===== src/rtl/cnt7_run_ctrl_pkg.sv =====
// Shared types and constants for the mod-7 run controller and its counter.
package cnt7_run_ctrl_pkg;

    localparam int unsigned CNT_W     = 3;
    localparam int unsigned MOD       = 7;
    localparam int unsigned DEF_LEN_W = 4;

    typedef enum logic [1:0] {
        ST_IDLE = 2'd0,
        ST_RUN  = 2'd1,
        ST_DONE = 2'd2
    } state_t;

    // Successor of a count; anything at or above MOD-1 (including the illegal 7) returns to 0.
    function automatic logic [CNT_W-1:0] cnt_next(input logic [CNT_W-1:0] q);
        return (q >= CNT_W'(MOD - 1)) ? '0 : q + CNT_W'(1);
    endfunction

endpackage


===== src/rtl/cnt7_run_ctrl_cnt.sv =====
// Mod-7 counter with enable, synchronous clear and a load-7 test hook.
module mod7_cnt
    import cnt7_run_ctrl_pkg::*;
(
    input  logic             clk,
    input  logic             rst,
    input  logic             en,
    input  logic             clr,
    input  logic             ld7,
    output logic [CNT_W-1:0] q,
    output logic             tc_c
);

    logic [CNT_W-1:0] r_q;

    always_ff @(posedge clk) begin
        if (rst || clr) begin
            r_q <= '0;
        end else if (ld7) begin
            r_q <= CNT_W'(7);
        end else if (en) begin
            r_q <= cnt_next(r_q);
        end
    end

    assign q    = r_q;
    assign tc_c = (r_q == CNT_W'(MOD - 1));

endmodule


===== src/rtl/cnt7_run_ctrl.sv =====
// Run controller: accepts start/len, steps the mod-7 counter len times, handles hold and clr.
module cnt7_run_ctrl
    import cnt7_run_ctrl_pkg::*;
#(
    parameter int unsigned LEN_W = DEF_LEN_W
) (
    input  logic             clk,
    input  logic             rst,
    input  logic             start,
    input  logic [LEN_W-1:0] len,
    input  logic             hold,
    input  logic             clr,
    input  logic             tst_force7,
    output logic             ack,
    output logic             busy,
    output logic             wrap,
    output logic             done,
    output logic [CNT_W-1:0] CNT
);

    state_t           r_state;
    state_t           w_nxt;
    logic [LEN_W-1:0] r_rem;
    logic             r_ack;
    logic             r_busy;
    logic             r_wrap;
    logic             r_done;
    logic             w_adv;
    logic             w_accept;
    logic             w_tc;
    logic [CNT_W-1:0] w_q;

    always_ff @(posedge clk) begin
        if (rst) begin
            r_state <= ST_IDLE;
        end else begin
            r_state <= w_nxt;
        end
    end

    // Next state plus the advance/accept strobes; clr pre-empts everything.
    always_comb begin
        w_nxt    = r_state;
        w_adv    = 1'b0;
        w_accept = 1'b0;
        if (clr) begin
            w_nxt = ST_IDLE;
        end else begin
            case (r_state)
                ST_IDLE: begin
                    if (start && (len != '0)) begin
                        w_nxt    = ST_RUN;
                        w_accept = 1'b1;
                    end
                end
                ST_RUN: begin
                    if (!hold) begin
                        w_adv = 1'b1;
                        if (r_rem == LEN_W'(1)) begin
                            w_nxt = ST_DONE;
                        end
                    end
                end
                ST_DONE: w_nxt = ST_IDLE;
                default: w_nxt = ST_IDLE;
            endcase
        end
    end

    always_ff @(posedge clk) begin
        if (rst || clr) begin
            r_rem <= '0;
        end else if (w_accept) begin
            r_rem <= len;
        end else if (w_adv) begin
            r_rem <= r_rem - LEN_W'(1);
        end
    end

    // Output pulses are registered from the same-cycle decisions.
    always_ff @(posedge clk) begin
        if (rst) begin
            r_ack  <= 1'b0;
            r_busy <= 1'b0;
            r_wrap <= 1'b0;
            r_done <= 1'b0;
        end else begin
            r_ack  <= w_accept;
            r_busy <= (w_nxt != ST_IDLE);
            r_wrap <= w_adv && w_tc;
            r_done <= (w_nxt == ST_DONE);
        end
    end

    mod7_cnt u_cnt (
        .clk  (clk),
        .rst  (rst),
        .en   (w_adv),
        .clr  (clr),
        .ld7  (tst_force7),
        .q    (w_q),
        .tc_c (w_tc)
    );

    assign ack  = r_ack;
    assign busy = r_busy;
    assign wrap = r_wrap;
    assign done = r_done;
    assign CNT  = w_q;

endmodule


===== config.mk =====
export PLATFORM = sky130hd
export DESIGN_NAME = cnt7_run_ctrl
export DESIGN_NICKNAME = d
export VERILOG_FILES = /design/src/rtl/cnt7_run_ctrl_pkg.sv /design/src/rtl/cnt7_run_ctrl_cnt.sv /design/src/rtl/cnt7_run_ctrl.sv
export SDC_FILE = /design/constraint.sdc
export NUM_CORES = 1
export LEC_CHECK = 0
export CAP_MARGIN = 15
export CORE_MARGIN = 2
export CORE_UTILIZATION = 44
export DETAILED_ROUTE_END_ITERATION = 10
export GPL_ROUTABILITY_DRIVEN = 0
export GPL_TIMING_DRIVEN = 1
export PLACE_DENSITY_LB_ADDON = 0.1
export SLEW_MARGIN = 20
export SYNTH_ARGS = -nofsm -noshare
export SYNTH_HDL_FRONTEND = slang
export SYNTH_SLANG_ARGS = --single-unit

===== constraint.sdc =====
create_clock -name clk -period 1.9 [get_ports clk]
set_input_delay 0.38 -clock clk [delete_from_list [all_inputs] [get_ports clk]]
set_output_delay 0.38 -clock clk [all_outputs]
set_load 0.01 [all_outputs]

==> reports/qor.csv <==
stage,metric,value,unit
outcome,status,finished clean,
drt,vias post-DR,606,
setup_path,Startpoint Class,input port,
setup_path,Crit Path Category,in2reg,
drt,Routed Antenna Nets,0,
floorplan,Starting Density,0.487,
sta,Max Freq,593,MHz
setup_path,Setup crit end kind,flop,
job,count of max-cap constraint violations,0,
setup_path,CP arrival,1.84,ns
yosys,mux share of post-synthesis cell area,0,
pwr,clock power share,0.306,
layout,share of cells above drive strength 1,0.181,
setup_path,reg2reg setup slack,0.42,ns
clocking,H-tree levels,1,
yosys,ys async rst share,0,
layout,Fillers,115,
setup_path,Critical Path Fanout Max,8,
global_routing,number of global-route vias before repair,584,
clocking,Longest Clk Path Bufs,2,
clocking,hold_buf cts,0,
layout,post-layout util,0.673,
hold_path,Cells on Worst Hold Path,2,
setup_path,reg2reg end,r_state[0],
setup_path,Register-to-Register Path Depth,4,
clocking,CTS sink count,13,
sta,final period utilization,0.888,
clocking,Root Buffer,clkbuf_4,
hold_path,HP Class,reg2reg,
clocking,CTS buffer count,3,
drt,Routed WL,1.39,mm
pwr,NetSw,0.000132,W
placement,dpl hpwl,1.06,mm
yosys,library cells used by synthesis,26,
hold_path,hold endpoint,wrap,
yosys,"top cells by area, synth","dfxtp_1 40%, ha_1 7.7%, nor4b_2 4.6%",
placement,Setup WS pre-CTS,-0.0525,ns
layout,Final Net Count,109,
clocking,Post-CTS Resized,0,
layout,fin cells,109,
global_routing,first-pass GRT wire length,2.41,mm
yosys,XOR/XNOR Fraction of Synth Area,0.0135,
yosys,most instantiated library cell after synthesis,dfxtp_1,
setup_path,slowest library cell on the worst path,or4b_1,
placement,dpl cell area,871,um^2
setup_path,"Critical Path, Cell by Cell","clkdlybuf4s50_1, or4b_1, o21ai_1, a31oi_1",
clocking,postcts setup bufs,0,
drt,Detailed Routing Iterations Pass 1,4,
layout,fin area,897,um^2
pwr,Reg power frac,0.533,
yosys,#FFs+latches synth,13,
drt,vias per std cell,5.56,
placement,PortBufs,16,
yosys,Synth Flop Type,dfxtp_1,
yosys,Post-Syn Instances,69,
pwr,Pwr Density,609,nW/um^2
global_routing,largest net degree at the start of global routing,9,
yosys,simple-gate portion of the synthesized area,0.250,
sta,Final Critical Period,1.69,ns
clocking,Worst-path clk slew,0.08,ns
yosys,synth warn,0,
floorplan,core footprint,1330,um^2
drt,drt wl/cell,12.8,um
pwr,Gate power share,0.161,
sta,final hold violations,0,
setup_path,max incr delay on CP,0.70,ns
global_routing,initial antenna violation count,0,
pwr,sw frac,0.242,
yosys,Post-Synth Adder-Cell Area,0.0771,
yosys,sequential fraction of the synthesis area,0.401,
yosys,"Net Count, Synth",83,
floorplan,row cnt,13,
sta,Slew HR,0.816,
sta,setup_tns,0,ns
yosys,Synth area leader,dfxtp_1,
layout,synth-to-layout area growth,38.2,%
yosys,Synth Area in Compound Gates,0.220,
floorplan,die span in y,42.4,um
placement,Placed Cells,105,
floorplan,I/O pins,17,
yosys,Post-synth top cells,"13 x dfxtp_1, 7 x nand2_1, 5 x a21oi_1",
sta,setup skew after layout,0.00218,ns
clocking,Skew-Pair Late Insertion Delay,0.26,ns
global_routing,total track usage,0.169,
sta,Final setup viols,0,
sta,fin worst setup slack,0.213,ns
layout,ant diodes,0,
pwr,Int Power,0.000414,W
yosys,main combinational cell family by area after synthesis,simple AND/OR/NAND/NOR gates,
yosys,number of synthesized flops with an enable pin,0,
floorplan,die area,1800,um^2
floorplan,Die W,42.4,um
sta,max-slew violation count,0,
yosys,Post-Syn Area per Cell,9.41,um^2
yosys,post-synthesis instance area,649,um^2
pwr,Pleak,0.317,nW
setup_path,WP data required,2.05,ns
setup_path,RR Startpoint,r_rem[0],
drt,DRC,0,
drt,drt initial violations,22,
global_routing,remaining global-route overflow,0,
pwr,worst vdd ir,513,uV
sta,RSZ-0062 raised after global routing,false,
clocking,CTS tree,yes,
hold_path,Hold Startpoint,u_cnt.q[2],
sta,Least-Margin Pin Slew,0.276,ns
yosys,Synth top area share,0.401,
power by group through the flow:
stage                     Sequential, W  Clock, W  Combinational [W]
final                          0.000291  0.000167          0.0000879
after floorplan                0.000298         0          0.0000364
after global routing           0.000293  0.000190          0.0000955
after global placement         0.000297         0          0.0000862
after CTS                      0.000291  0.000172          0.0000880
after detailed placement       0.000298         0          0.0000873
placed cells by master (no fill, tap or decap):
| cell type | instances |
|---|---|
| o31a_1 | 1 |
| o211ai_1 | 4 |
| buf_4 | 7 |
| nand2b_1 | 1 |
| or2_1 | 1 |
| nor4b_2 | 2 |
| clkbuf_4 | 3 |
| inv_1 | 4 |
| nor2_1 | 4 |
| a22oi_1 | 2 |
| xor2_1 | 1 |
| o21ai_0 | 1 |
| or4b_2 | 1 |
| dfxtp_1 | 13 |
| nor3b_1 | 1 |
| a2bb2oi_2 | 1 |
| a31oi_1 | 4 |
| a21oi_2 | 1 |
| nor3_2 | 1 |
| nand3b_1 | 1 |
| clkdlybuf4s50_1 | 16 |
| or3b_4 | 1 |
| ha_1 | 4 |
| a21oi_1 | 5 |
| o21ai_1 | 2 |
| nor4_1 | 2 |
| nand2_1 | 7 |
| clkbuf_1 | 1 |
| or4b_1 | 2 |
layout make-up:
cell class,instances,area (um^2),share of cell area
Timing Repair Buffer,23,213,0.237
Inverter,4,15.0,0.0167
Sequential cell,13,260,0.290
Multi-Input combinational cell,50,364,0.406
Clock buffer,4,26.3,0.0293
Tap cell,15,18.8,0.0209
metrics by stage:
step / hold slack (ns) / power (W)
global route: 0.558 / 0.000578
global placement: 0.503 / 0.000383
floorplan: 0.449 / 0.000334
finish: 0.518 / 0.000546
CTS: 0.520 / 0.000551
detailed placement: 0.506 / 0.000385
metal layers:
metal  global-route usage  vias up  share of wire  wire length [um]
met5                    0        -              0                 0
met4               0.0438        0              0                 0
met3               0.0388        0          0.044                62
met2                0.283       18           0.47               660
met1                0.218      282           0.48               671
li1                     -      306              -                 -
worst max path at each step:
stage	from	end	slack, ns	depth (start not counted)
2_1_floorplan	clr	u_cnt.q[2]	0.54	4
3_3_place_gp	clr	u_cnt.q[2]	-0.003	4
3_5_place_dp	clr	u_cnt.q[2]	-0.05	4
4_1_cts	clr	u_cnt.q[2]	0.22	4
5_1_grt	clr	u_cnt.q[2]	0.15	4
6_report	clr	u_cnt.q[2]	0.21	4
critical path: cells and delay by family:
kind,cells,cell delay (ns)
compound gates,2,0.29
buf+inv,1,0.46
simple gates,1,0.70
cell families (layout without fill, tap and decap cells):
logic type,count (synthesis),count (layout)
flip-flops,13,13
adder cells (fa/ha/maj),4,4
buffers and inverters,6,31
AO/OA/AOI/OAI,21,21
AND/OR/NAND/NOR,24,24
XOR/XNOR,1,1
registers in the layout (all words and copies together) (netlist names):
name / cells
r_rem: 4
u_cnt.q: 3
r_state: 2
ack: 1
busy: 1
done: 1
wrap: 1
No activity file was read; power rests on OpenSTA's default activity.
